File: src/rtl/csr_status_log.sv
// rtl/csr_status_log.sv - core status/exception CSR with start-time enable mask and exception FIFO log
module csr_status_log #(
    parameter int EXC_NUM   = 8,
    parameter int PC_W      = 32,
    parameter int LOG_DEPTH = 4,
    parameter int CNT_W     = 16
) (
    input  logic                           clk,
    input  logic                           rst_n,
    input  logic                           start_pulse,
    input  logic [EXC_NUM-1:0]             start_cfg,
    input  logic                           wfi_vld,
    input  logic                           exc_vld,
    input  logic [EXC_NUM-1:0]             exc_vec,
    input  logic [PC_W-1:0]                exc_pc,
    input  logic                           wake_pulse,
    input  logic                           log_pop,
    output logic [1:0]                     core_status,
    output logic [EXC_NUM-1:0]             core_cfg,
    output logic [EXC_NUM-1:0]             exc_sticky,
    output logic [PC_W-1:0]                fatal_pc,
    output logic                           log_vld,
    output logic [EXC_NUM-1:0]             log_exc,
    output logic [PC_W-1:0]                log_pc,
    output logic [$clog2(LOG_DEPTH+1)-1:0] log_count,
    output logic                           log_ovf,
    output logic [CNT_W-1:0]               exc_cnt
);
    localparam int PTR_W = $clog2(LOG_DEPTH);
    localparam int LCW   = $clog2(LOG_DEPTH+1);
    localparam int ENT_W = EXC_NUM + PC_W;

    typedef enum logic [1:0] {
        ST_IDLE = 2'b00,
        ST_RUN  = 2'b01,
        ST_WFI  = 2'b10,
        ST_HALT = 2'b11
    } state_t;

    state_t               state_q, state_d;
    logic [EXC_NUM-1:0]   cfg_q, cfg_d;
    logic [EXC_NUM-1:0]   sticky_q, sticky_d;
    logic [PC_W-1:0]      fatal_pc_q, fatal_pc_d;
    logic [ENT_W-1:0]     mem_q [LOG_DEPTH];
    logic [ENT_W-1:0]     mem_d [LOG_DEPTH];
    logic [PTR_W-1:0]     wr_ptr_q, wr_ptr_d;
    logic [PTR_W-1:0]     rd_ptr_q, rd_ptr_d;
    logic [LCW-1:0]       count_q, count_d;
    logic                 ovf_q, ovf_d;
    logic [CNT_W-1:0]     cnt_q, cnt_d;

    logic acc, fatal, pop_ok, full;

    // start_pulse masks every other event in its cycle
    assign acc    = exc_vld && (state_q == ST_RUN) && !start_pulse;
    assign fatal  = acc && (|(exc_vec & cfg_q));
    assign pop_ok = log_pop && (count_q != '0) && !start_pulse;
    assign full   = (count_q == LCW'(LOG_DEPTH));

    always_comb begin
        state_d    = state_q;
        cfg_d      = cfg_q;
        sticky_d   = sticky_q;
        fatal_pc_d = fatal_pc_q;
        mem_d      = mem_q;
        wr_ptr_d   = wr_ptr_q;
        rd_ptr_d   = rd_ptr_q;
        count_d    = count_q;
        ovf_d      = ovf_q;
        cnt_d      = cnt_q;

        if (start_pulse) begin
            state_d    = ST_RUN;
            cfg_d      = start_cfg;
            sticky_d   = '0;
            fatal_pc_d = '0;
            wr_ptr_d   = '0;
            rd_ptr_d   = '0;
            count_d    = '0;
            ovf_d      = 1'b0;
            cnt_d      = '0;
        end else begin
            unique case (state_q)
                ST_RUN: begin
                    if (fatal) begin
                        state_d    = ST_HALT;
                        fatal_pc_d = exc_pc;
                    end else if (wfi_vld) begin
                        state_d = ST_WFI;
                    end
                end
                ST_WFI:  if (wake_pulse) state_d = ST_RUN;
                default: state_d = state_q;
            endcase

            if (acc) begin
                sticky_d = sticky_q | exc_vec;
                cnt_d    = (&cnt_q) ? cnt_q : cnt_q + 1'b1;
            end

            if (pop_ok)
                rd_ptr_d = rd_ptr_q + 1'b1;

            // A pop in the same cycle frees the slot, so a full log still accepts the push
            if (acc && (pop_ok || !full)) begin
                mem_d[wr_ptr_q] = {exc_vec, exc_pc};
                wr_ptr_d        = wr_ptr_q + 1'b1;
            end else if (acc) begin
                ovf_d = 1'b1;
            end

            if (acc && !pop_ok && !full)
                count_d = count_q + 1'b1;
            else if (pop_ok && !acc)
                count_d = count_q - 1'b1;
        end
    end

    always_ff @(posedge clk or negedge rst_n) begin
        if (!rst_n) begin
            state_q    <= ST_IDLE;
            cfg_q      <= '0;
            sticky_q   <= '0;
            fatal_pc_q <= '0;
            for (int i = 0; i < LOG_DEPTH; i++) mem_q[i] <= '0;
            wr_ptr_q   <= '0;
            rd_ptr_q   <= '0;
            count_q    <= '0;
            ovf_q      <= 1'b0;
            cnt_q      <= '0;
        end else begin
            state_q    <= state_d;
            cfg_q      <= cfg_d;
            sticky_q   <= sticky_d;
            fatal_pc_q <= fatal_pc_d;
            mem_q      <= mem_d;
            wr_ptr_q   <= wr_ptr_d;
            rd_ptr_q   <= rd_ptr_d;
            count_q    <= count_d;
            ovf_q      <= ovf_d;
            cnt_q      <= cnt_d;
        end
    end

    assign core_status = state_q;
    assign core_cfg    = cfg_q;
    assign exc_sticky  = sticky_q;
    assign fatal_pc    = fatal_pc_q;
    assign log_vld     = (count_q != '0);
    assign log_exc     = mem_q[rd_ptr_q][ENT_W-1:PC_W];
    assign log_pc      = mem_q[rd_ptr_q][PC_W-1:0];
    assign log_count   = count_q;
    assign log_ovf     = ovf_q;
    assign exc_cnt     = cnt_q;
endmodule
File: config.mk
export PLATFORM = sky130hd
export DESIGN_NAME = csr_status_log
export DESIGN_NICKNAME = d
export VERILOG_FILES = /design/src/rtl/csr_status_log.sv
export SDC_FILE = /design/constraint.sdc
export NUM_CORES = 1
export LEC_CHECK = 0
export BUFFER_PORTS_ARGS = -buffer_cell sky130_fd_sc_hd__buf_2
export CELL_PAD_IN_SITES_DETAIL_PLACEMENT = 1
export CELL_PAD_IN_SITES_GLOBAL_PLACEMENT = 2
export CORE_ASPECT_RATIO = 0.75
export CORE_MARGIN = 3
export CORE_UTILIZATION = 39
export DETAILED_ROUTE_END_ITERATION = 6
export PLACE_DENSITY = 0.89
export SLEW_MARGIN = 20
export SYNTH_ARGS = -nofsm -noshare
export SYNTH_HDL_FRONTEND = slang
export SYNTH_SLANG_ARGS = --single-unit
File: constraint.sdc
create_clock -name clk -period 2.8 [get_ports clk]
set_clock_uncertainty 0.1 [all_clocks]
set_input_delay 0.56 -clock clk [delete_from_list [all_inputs] [get_ports clk]]
set_output_delay 0.56 -clock clk [all_outputs]
set_load 0.05 [all_outputs]
==> impl_metrics.tcl <==
set metrics [dict create \
    timing.critical_path.slowest_cell_delay_ns 0.57 \
    grt.total_usage_pct 19.0 \
    grt_start_max_net_pins 81 \
    worstHoldPathType "input port to register" \
    vdd.ir_drop.worst_mv 0.651 \
    core.rowCount 51 \
    cellInternalPower_uw 8260 \
    clkPwrFrac_pct 26.8 \
    effective_utilization_at_floorplan_pct 40.0 \
    die_height_um 148 \
    port-buffer-count 165 \
    regArea_um2 5860 \
    antenna_cells 0 \
    yosys_warnings 0 \
    routedWlPerCell_um 21.3 \
    worst-r2r-cell-count 6 \
    worstPathMaxFanout 17 \
    p_leak_uw 0.00588 \
    floorplan.die_area_um2 28800 \
    main_combinational_cell_family_by_area_after_synthesis "multiplexers" \
    synthArstFlopShare_pct 100 \
    synth_edf_count 0 \
    synth_cells 753 \
    min_period_ns 2.65 \
    numPlacedInstances 1238 \
    timing.hold.worst.start "start_cfg[3]" \
    grt_first_pass_wirelength_um 44200 \
    power_switching_share_pct 37.0 \
    power_per_cell_area_nw_per_um2 1040 \
    cts_buffers 25 \
    hpwlAfterDp_um 17800 \
    die_w_um 195 \
    clk_pin_slew_worst_paths_ns 0.06 \
    post_synth_xor_xnor_area_pct 0.419 \
    area_of_the_core_um2 26200 \
    ys_seq_area_share_pct 56.0 \
    hold_viol_final 0 \
    power.share.combinational_pct 37.0 \
    multi_input_comb_area_um2 4270 \
    synth_area_um2 10500 \
    drt_iter0_drcs 297 \
    postSynthAreaPerCell_um2 13.9 \
    synth.distinct_cells 43 \
    number_of_synthesized_register_bits 234 \
    final_max_slew_viol_count 0 \
    tritoncts "done" \
    ctsRootBufferMaster "sky130_fd_sc_hd__clkbuf_16" \
    post_route_drc_violation_count 0 \
    post_route_cells_drive_above_1_share_pct 49.2 \
    post_detailed_routing_wire_length_um 27400 \
    grt_antenna_before_repair 1 \
    slowest_library_cell_on_the_worst_path "sky130_fd_sc_hd__mux4_2" \
    post_layout_net_count 984 \
    critPathCaptureType "output port" \
    clk_path_buf_depth 3 \
    final_min_period_over_clock_period_pct 94.5 \
    synth_ff_type "sky130_fd_sc_hd__dfrtp_1" \
    timing.rr.start "core_status[1]$_DFFE_PN0P_" \
    grt_setup_unrepaired "no" \
    power_switching_uw 4860 \
    power_frac_seq_pct 36.2 \
    simple_gate_area_share_of_the_yosys_netlist_pct 6.01 \
    first_global_vias 7645 \
    arrival_ns 1.99 \
    cp-start-kind "register" \
    synth.net_count 814 \
    path_cells "buf_12 > mux4_2 > buf_2" \
    synth_compound_gate_area_share_pct 6.36 \
    most_common_library_cell_in_the_layout_ignoring_fill_and_taps "sky130_fd_sc_hd__dfrtp_1" \
    overflow_left_after_global_routing 0 \
    setup_total_negative_slack_ns 0 \
    ctsHtreeMaxLevel 1 \
    post_cts_resize_count 0 \
    area.growth.synth_to_final_pct 21.0 \
    tightestPinTransition_ns 0.565 \
    post_drt_via_cell_ratio 5.48 \
    max_clock_freq_ghz 0.378 \
    setup.reg_to_reg.worst_slack_ns 0.45 \
    clock_insertion_delay_worst_skew_ns 0.51 \
    whs_path_depth 2 \
    crit_end "log_pc[19]" \
    crit-reg2reg-capture "log_count[1]$_DFFE_PN0P_" \
    finalWeightedCongestion 0.741 \
    timing.final.setup_violations 0 \
    fillCellCount 2676 \
    route.vias.total 7046 \
    yosys-mux-area-fraction_pct 27.1 \
    detail_route.first_pass.iterations 4 \
    most_frequent_cells_in_the_layout "232 x sky130_fd_sc_hd__dfrtp_1, 171 x sky130_fd_sc_hd__mux2_2, 163 x sky130_fd_sc_hd__buf_2" \
    critPathLaunch "rd_ptr_q[0]$_DFFE_PN0P_" \
    io_pins 166 \
    relSlewSlack_pct 62.3 \
    clock_sinks 234 \
    outcome "finished clean" \
    final-instance-count-excl-fill 1285 \
    route.antenna.remaining_nets 0 \
    worst-setup-path-type "register to output port" \
    cp_data_required_time_ns 2.14 \
    maxCapViolCount 0 \
    yosys.area_share.adder_pct 0.790 \
]
-- worst min path at each step --
stage	to	slack, ns
floorplan	core_cfg[0]$_DFFE_PN0P_	0.16
global placement	exc_sticky[0]$_DFFE_PN0P_	0.37
detailed placement	exc_sticky[7]$_DFFE_PN0P_	0.39
CTS	core_cfg[6]$_DFFE_PN0P_	0.16
global route	core_cfg[0]$_DFFE_PN0P_	0.16
finish	core_cfg[3]$_DFFE_PN0P_	0.18
-- critical path, delay by kind of cell (launching register included) --
family | cells | cell delay (ns)
buffers and inverters | 2 | 0.44
flip-flops | 1 | 0.45
multiplexers | 1 | 0.57
-- synth_stat cells (4+ instances only) --
cell,count,area [µm²]
sky130_fd_sc_hd__dfrtp_1,234,5860
sky130_fd_sc_hd__mux2_2,171,1930
sky130_fd_sc_hd__a21oi_1,56,280
sky130_fd_sc_hd__nand3_1,44,220
sky130_fd_sc_hd__mux4_2,40,901
sky130_fd_sc_hd__o21ai_0,37,185
sky130_fd_sc_hd__clkbuf_1,23,86.3
sky130_fd_sc_hd__nor2_1,18,67.6
sky130_fd_sc_hd__buf_6,12,135
sky130_fd_sc_hd__o31ai_1,11,82.6
sky130_fd_sc_hd__or4_1,11,82.6
sky130_fd_sc_hd__buf_1,10,37.5
sky130_fd_sc_hd__inv_1,10,37.5
sky130_fd_sc_hd__nand2_1,10,37.5
sky130_fd_sc_hd__buf_2,9,45.0
sky130_fd_sc_hd__ha_1,5,62.6
sky130_fd_sc_hd__nor4_1,5,31.3
sky130_fd_sc_hd__a22oi_1,4,30.0
sky130_fd_sc_hd__nand4_1,4,25.0
sky130_fd_sc_hd__or3_1,4,25.0
-- logic make-up after synthesis --
logic type      count (synthesis)
flops                         234
mux                           212
compound gates                119
simple gates                  113
buf+inv                        64
fa+ha+maj                       6
xor+xnor                        5
-- metrics by stage --
stage                     utilization (%)  setup WS, ns  power (µW)  area, µm²  hold WS, ns
after floorplan                         -        0.0538        8410      10500        0.164
after global placement               44.8         0.191        9540      11700        0.372
after detailed placement             44.8         0.128        9700      11700        0.389
after CTS                            48.3         0.131       13300      12600        0.156
after global routing                 48.3         0.101       13800      12600        0.163
final                                48.3         0.154       13100      12600        0.178
-- layer usage --
metal  global-route usage (%)  vias to the layer above  share of wire [%]
met3                     3.49                       37                5.3
met5                        0                        -              0.026
met1                     27.9                     3686                 47
li1                         -                     3135                  -
met4                     3.21                        2                1.5
met2                     30.3                      186                 46
-- sequential cells by signal (all words and copies together), names as in the netlist --
signal / flops
log_count: 3
fatal_pc: 32
mem_q: 160
log_ovf: 1
exc_cnt: 16
wr_ptr_q: 2
exc_sticky: 8
core_status: 2
core_cfg: 8
rd_ptr_q: 2
-- final cells by class --
cell class	instances	share of cell area [%]
Clock buffer	37	6.18
Clock inverter	8	0.930
Inverter	10	0.297
Multi-Input combinational cell	455	33.8
Sequential cell	234	46.4
Tap cell	344	3.40
Timing Repair Buffer	197	9.05
-- what timing repair did --
| item | 4_1_cts | 5_1_grt |
|---|---|---|
| hold endpoints to repair | 60 | 0 |
| setup endpoints to repair | 6 | 0 |
| setup buffers | 1 | 0 |
| hold buffers | 1 | 0 |
-- power groups by stage --
| stage | logic (µW) | clock network [µW] | registers [µW] |
|---|---|---|---|
| after floorplan | 3570 | 0 | 4840 |
| after global placement | 4790 | 0 | 4750 |
| after detailed placement | 4880 | 0 | 4820 |
| after CTS | 4940 | 3620 | 4750 |
| after global routing | 5150 | 3770 | 4850 |
| final | 4860 | 3520 | 4750 |
Note: power is estimated with default switching activity, not from simulation.
